==> src/rtl/bsg_vanilla_pkg.sv <==
// Shared vanilla-core types and constants.
// Barrier node FSM encoding and direction indices live here.
package bsg_vanilla_pkg;

   typedef enum logic {
      IDLE = 1'b0,
      WAIT = 1'b1
   } barrier_state_e;

   localparam int barrier_dir_p_idx_gp = 0;

   // Never returns 0 so a one-entry range still gets a 1-bit index.
   function automatic int safe_clog2(input int x);
      return (x <= 1) ? 1 : $clog2(x);
   endfunction

endpackage

==> src/rtl/bsg_barrier_celement.sv <==
// All-agree combine: output follows the selected inputs only when they
// unanimously agree, otherwise it holds its current value.
module bsg_barrier_celement #(
   parameter int width_p = 7
) (
   input  logic [width_p-1:0] data_i,
   input  logic [width_p-1:0] mask_i,
   input  logic               out_i,
   output logic               out_o
);

   logic [width_p-1:0] sel;

   assign sel = data_i & mask_i;

   always_comb begin
      out_o = out_i;
      if (mask_i != '0) begin
         if (sel == mask_i) begin
            out_o = 1'b1;
         end else if (sel == '0) begin
            out_o = 1'b0;
         end
      end
   end

endmodule

==> src/rtl/vanilla_barrier_node.sv <==
// Per-tile barrier node: combines Pi with neighbour links, forwards the
// result, returns Po to the CSR block and stalls barrecv until Po == Pi.
module vanilla_barrier_node
   import bsg_vanilla_pkg::*;
#(
   parameter int barrier_dirs_p     = 7,
   parameter int wait_ctr_width_p   = 16,
   localparam int barrier_lg_dirs_lp = safe_clog2(barrier_dirs_p + 1)
) (
   input  logic                          clk_i,
   input  logic                          reset_i,
   input  logic [barrier_dirs_p-1:0]     barrier_src_r_i,
   input  logic [barrier_lg_dirs_lp-1:0] barrier_dest_r_i,
   input  logic                          barrier_pi_i,
   output logic                          barrier_po_o,
   input  logic [barrier_dirs_p-1:0]     link_data_i,
   output logic [barrier_dirs_p-1:0]     link_data_o,
   input  logic                          barrecv_i,
   output logic                          stall_barrier_o,
   output logic [wait_ctr_width_p-1:0]   wait_cycles_o
);

   localparam logic [barrier_dirs_p-1:0] p_mask_lp =
      barrier_dirs_p'(1) << barrier_dir_p_idx_gp;

   logic [barrier_dirs_p-1:0]   link_r;
   logic [barrier_dirs_p-1:0]   eff;
   logic [barrier_dirs_p-1:0]   dest_oh;
   logic                        out_r;
   logic                        out_n;
   logic                        po_r;
   logic                        po_link;
   logic                        root;
   logic                        mismatch;
   barrier_state_e              state_r;
   logic [wait_ctr_width_p-1:0] wait_r;

   // Slot P carries the live Pi; the link slots carry registered neighbours.
   assign eff = (link_r & ~p_mask_lp)
              | ({barrier_dirs_p{barrier_pi_i}} & p_mask_lp);

   bsg_barrier_celement #(
      .width_p(barrier_dirs_p)
   ) celem (
      .data_i(eff),
      .mask_i(barrier_src_r_i),
      .out_i (out_r),
      .out_o (out_n)
   );

   // Out-of-range destinations and P itself both make this node the root.
   always_comb begin
      root    = 1'b1;
      dest_oh = '0;
      po_link = 1'b0;
      for (int i = 1; i < barrier_dirs_p; i++) begin
         if (barrier_dest_r_i == barrier_lg_dirs_lp'(i)) begin
            root       = 1'b0;
            dest_oh[i] = 1'b1;
            po_link    = link_r[i];
         end
      end
   end

   assign link_data_o = dest_oh & {barrier_dirs_p{out_r}};
   assign barrier_po_o = po_r;
   assign mismatch = po_r ^ barrier_pi_i;
   assign wait_cycles_o = wait_r;

   assign stall_barrier_o = ~reset_i
      & ((state_r == WAIT)
      | ((state_r == IDLE) & barrecv_i & mismatch));

   always_ff @(posedge clk_i) begin
      if (reset_i) begin
         link_r <= '0;
         out_r  <= 1'b0;
         po_r   <= 1'b0;
      end else begin
         link_r <= link_data_i & ~p_mask_lp;
         out_r  <= out_n;
         po_r   <= root ? out_r : po_link;
      end
   end

   always_ff @(posedge clk_i) begin
      if (reset_i) begin
         state_r <= IDLE;
         wait_r  <= '0;
      end else begin
         unique case (state_r)
            IDLE: if (barrecv_i & mismatch) state_r <= WAIT;
            WAIT: if (!mismatch) state_r <= IDLE;
            default: state_r <= IDLE;
         endcase
         if (stall_barrier_o && !(&wait_r)) begin
            wait_r <= wait_r + 1'b1;
         end
      end
   end

endmodule

==> config.mk <==
export PLATFORM = sky130hd
export DESIGN_NAME = vanilla_barrier_node
export DESIGN_NICKNAME = d
export VERILOG_FILES = /design/src/rtl/bsg_vanilla_pkg.sv /design/src/rtl/bsg_barrier_celement.sv /design/src/rtl/vanilla_barrier_node.sv
export SDC_FILE = /design/constraint.sdc
export NUM_CORES = 1
export LEC_CHECK = 0
export ABC_AREA = 0
export CORE_UTILIZATION = 30
export CTS_CLUSTER_SIZE = 12
export DETAILED_ROUTE_END_ITERATION = 10
export DONT_BUFFER_PORTS = 1
export GPL_TIMING_DRIVEN = 0
export SLEW_MARGIN = 20
export SYNTH_ARGS = -nofsm -noshare
export SYNTH_HDL_FRONTEND = slang
export SYNTH_HIERARCHICAL = 1
export SYNTH_SLANG_ARGS = --single-unit
export TNS_END_PERCENT = 5
==> constraint.sdc <==
create_clock -name clk_i -period 2.7 [get_ports clk_i]
set_input_delay 0.54 -clock clk_i [delete_from_list [all_inputs] [get_ports clk_i]]
set_output_delay 0.54 -clock clk_i [all_outputs]
set_load 0.02 [all_outputs]
==> impl_metrics.yaml <==
critical_path:
  crit_end: "stall_barrier_o"
  crit_chain: "xnor2_1, a2bb2oi_2, buf_2, buf_4, inv_1"
  cp.depth: 5
  crit_type: "flop to primary output"
  slowest_delay_ns: 0.47
  start_kind: "flop"
  r2r_slack_ns: 0.67
  crit_start: "barrier_po_o"
  critPathBufInv: 3
  reg2reg_to: "wait_cycles_o[9]"
  slowest_stage: "dfxtp_1"
  end_kind: "primary output"
  cp.required_ns: 2.16
  r2r_start: "wait_cycles_o[0]"
  cp_top_family: "buffers and inverters"
  worstPathArrival_ns: 1.88
  crit_fanout: 10
  r2r_cells: 5
yosys:
  synth_cell_types: 46
  synth_area_per_cell_um2: 8.45
  synth.area.top_cells: "dfxtp_1 35%, nor2b_1 6.2%, nor4_1 3.5%"
  ys_ff_latch: 25
  yosysTopAreaCell: "dfxtp_1"
  synthFlopType: "dfxtp_1"
  synth_edf_count: 0
  ys_seq_area_share_pct: 35.2
  ys_warn_count: 6
  synth-async-reset-ratio_pct: 0
  syn_nets: 190
  syn_inst: 168
  synth_top_area_share_pct: 35.2
  synthesis.area_um2: 1420
die:
  num_io_pins: 46
  start_util_pct: 32.0
  core-area_um2: 4440
  rows: 24
  die-area_um2: 5010
  die_h_um: 70.8
  die_w_um: 70.8
timing:
  finClkSkew_ns: 0.00117
  tightest_slew_ns: 0.611
  hold_viol: 0
  max_freq_mhz: 414
  final-setup-viol-count: 0
  min_period_ns: 2.42
  fin_hold_ws_ns: 0.397
  finalSetupTns_ns: 0
  period_share_pct: 89.5
  grt_setup_unrepaired: "no"
  relSlewSlack_pct: 58.9
  slew_viol_final: 0
clock_tree:
  cts_tree: "built"
  clkTransAtPathRegs_ns: 0.09
  cts_buffers: 3
  root_buffer: "clkbuf_8"
  cts_resized: 0
  hold_buffers: 0
  clk_path_buf_depth: 2
  numClockSinks: 25
  clkLatencyLatePin_ns: 0.26
  htreeDepth: 1
  post_cts_buffers: 0
pwr:
  p_per_area_nw_per_um2: 439
  ir_worst_vdd_v: 0.000198
  total_leakage_power_nw: 0.540
  p_switching_w: 0.000164
  power_frac_clock_pct: 32.7
  finalPower_w: 0.000675
  combinationalPowerShare_pct: 9.6
  internal_power_w: 0.000511
  switching_share_pct: 24.3
  seq_power_share_pct: 57.7
global_route:
  grt_start_max_net_pins: 14
  grt_pass1_wl_mm: 5.72
  grt_util_all_layers_pct: 14.0
  grt_pass1_vias: 1243
  antenna_found_initial: 0
  grt_overflow: 0
routing:
  first_pass_iters: 9
  drc: 4
  postRouteAntennaNets: 0
  vias: 1261
  routed_wirelength_mm: 3.32
  wire_per_inst_um: 14.8
  viasPerCell: 5.63
  dr.first_iter.drc_count: 63
layout:
  final_nets: 195
  final_cell_mix: "25 x dfxtp_1, 14 x nor2b_1, 13 x nand2_1, 13 x nor2_1, 10 x inv_1"
  layout-drive-gt1-share_pct: 11.0
  antennaDiodeCount: 0
  layout_commonest_cell: "dfxtp_1"
  final_core_util_pct: 34.6
  area_growth_pct: 8.19
worst_hold_path:
  hold_class: "primary input to flop"
  whs_path_depth: 1
status:
  violations: "DRC"
  status: "finished with violations"
placed_design:
  port-buffer-count: 0
  gp_congestion: 0.769
  dp_hpwl_mm: 2.58
run:
  maxCapViolations: 0
power by group through the flow:
stage	logic (W)	clock network (W)	registers [W]
floorplan	0.0000513	0	0.000396
global placement	0.0000630	0	0.000398
detailed placement	0.0000634	0	0.000398
CTS	0.0000635	0.000235	0.000389
global route	0.0000735	0.000246	0.000391
finish	0.0000645	0.000221	0.000389
logic make-up (layout without fill, tap and decap cells):
| logic type | count (synthesis) | in the layout | share of synthesized area [%] |
|---|---|---|---|
| AND/OR/NAND/NOR | 81 | 81 | 33.6 |
| flip-flops | 25 | 25 | 35.2 |
| multiplexers | 10 | 10 | 8.55 |
| other | 1 | 1 | 0.264 |
| XOR/XNOR | 1 | 1 | 0.617 |
| AO/OA/AOI/OAI | 31 | 31 | 15.4 |
| buffers and inverters | 18 | 22 | 5.46 |
| adder cells (fa/ha/maj) | 1 | 1 | 0.881 |
routing by layer:
metal,track usage [%],vias up,wire [µm],share of wire [%]
met3,3.56,4,265,8.0
li1,-,631,-,-
met2,21.8,39,1420,43
met1,18.6,587,1610,48
met5,0,-,0,0
met4,5.56,0,23,0.69
worst register-to-register path, stage by stage (launching register included):
cell and delay [ns]:
dfxtp_1 0.51, ha_1 0.34, nand2_1 0.17, nor4_4 0.43, nor4_1 0.15, mux2_1 0.33
synthesized netlist by cell type, drive strengths merged (2+ instances only):
| cell | instances |
|---|---|
| dfxtp | 25 |
| nor2b | 14 |
| nand2 | 13 |
| nor2 | 13 |
| inv | 10 |
| nor4 | 10 |
| mux2 | 7 |
| a21oi | 6 |
| buf | 6 |
| nand3 | 6 |
| nand4 | 6 |
| nand2b | 5 |
| o21ai | 4 |
| o41ai | 4 |
| or4 | 4 |
| nor3 | 3 |
| o211ai | 3 |
| o311ai | 3 |
| o31ai | 3 |
| a22oi | 2 |
| and2 | 2 |
| clkbuf | 2 |
| mux2i | 2 |
| o22ai | 2 |
how the worst min path moves through the flow:
stage | startpoint | slack, ns | to
finish | link_data_i[1] | 0.40 | link_r[1]
global route | link_data_i[6] | 0.40 | link_r[6]
CTS | link_data_i[6] | 0.39 | link_r[6]
detailed placement | state_r | 0.48 | state_r
global placement | state_r | 0.47 | state_r
floorplan | state_r | 0.45 | state_r
through the flow:
stage | area [µm²] | worst slack [ns] | std cells
after floorplan | 1420 | 0.630 | 168
after global placement | 1490 | 0.268 | 220
after detailed placement | 1490 | 0.278 | 220
after CTS | 1530 | 0.0853 | 224
after global routing | 1540 | 0.162 | 224
final | 1540 | 0.284 | 224
area by class of cell:
class,instances,area (µm²)
Multi-Input combinational cell,125,848
Buffer,8,40.0
Clock buffer,4,45.0
Sequential cell,25,500
Fill cell,479,2910
Tap cell,52,65.1
Inverter,10,37.5
sequential cells by signal (all words and copies together), names as in the netlist:
| register | count |
|---|---|
| wait_cycles_o | 16 |
| link_r | 6 |
| barrier_po_o | 1 |
| out_r | 1 |
| state_r | 1 |
Note: power is estimated with default switching activity, not from simulation.
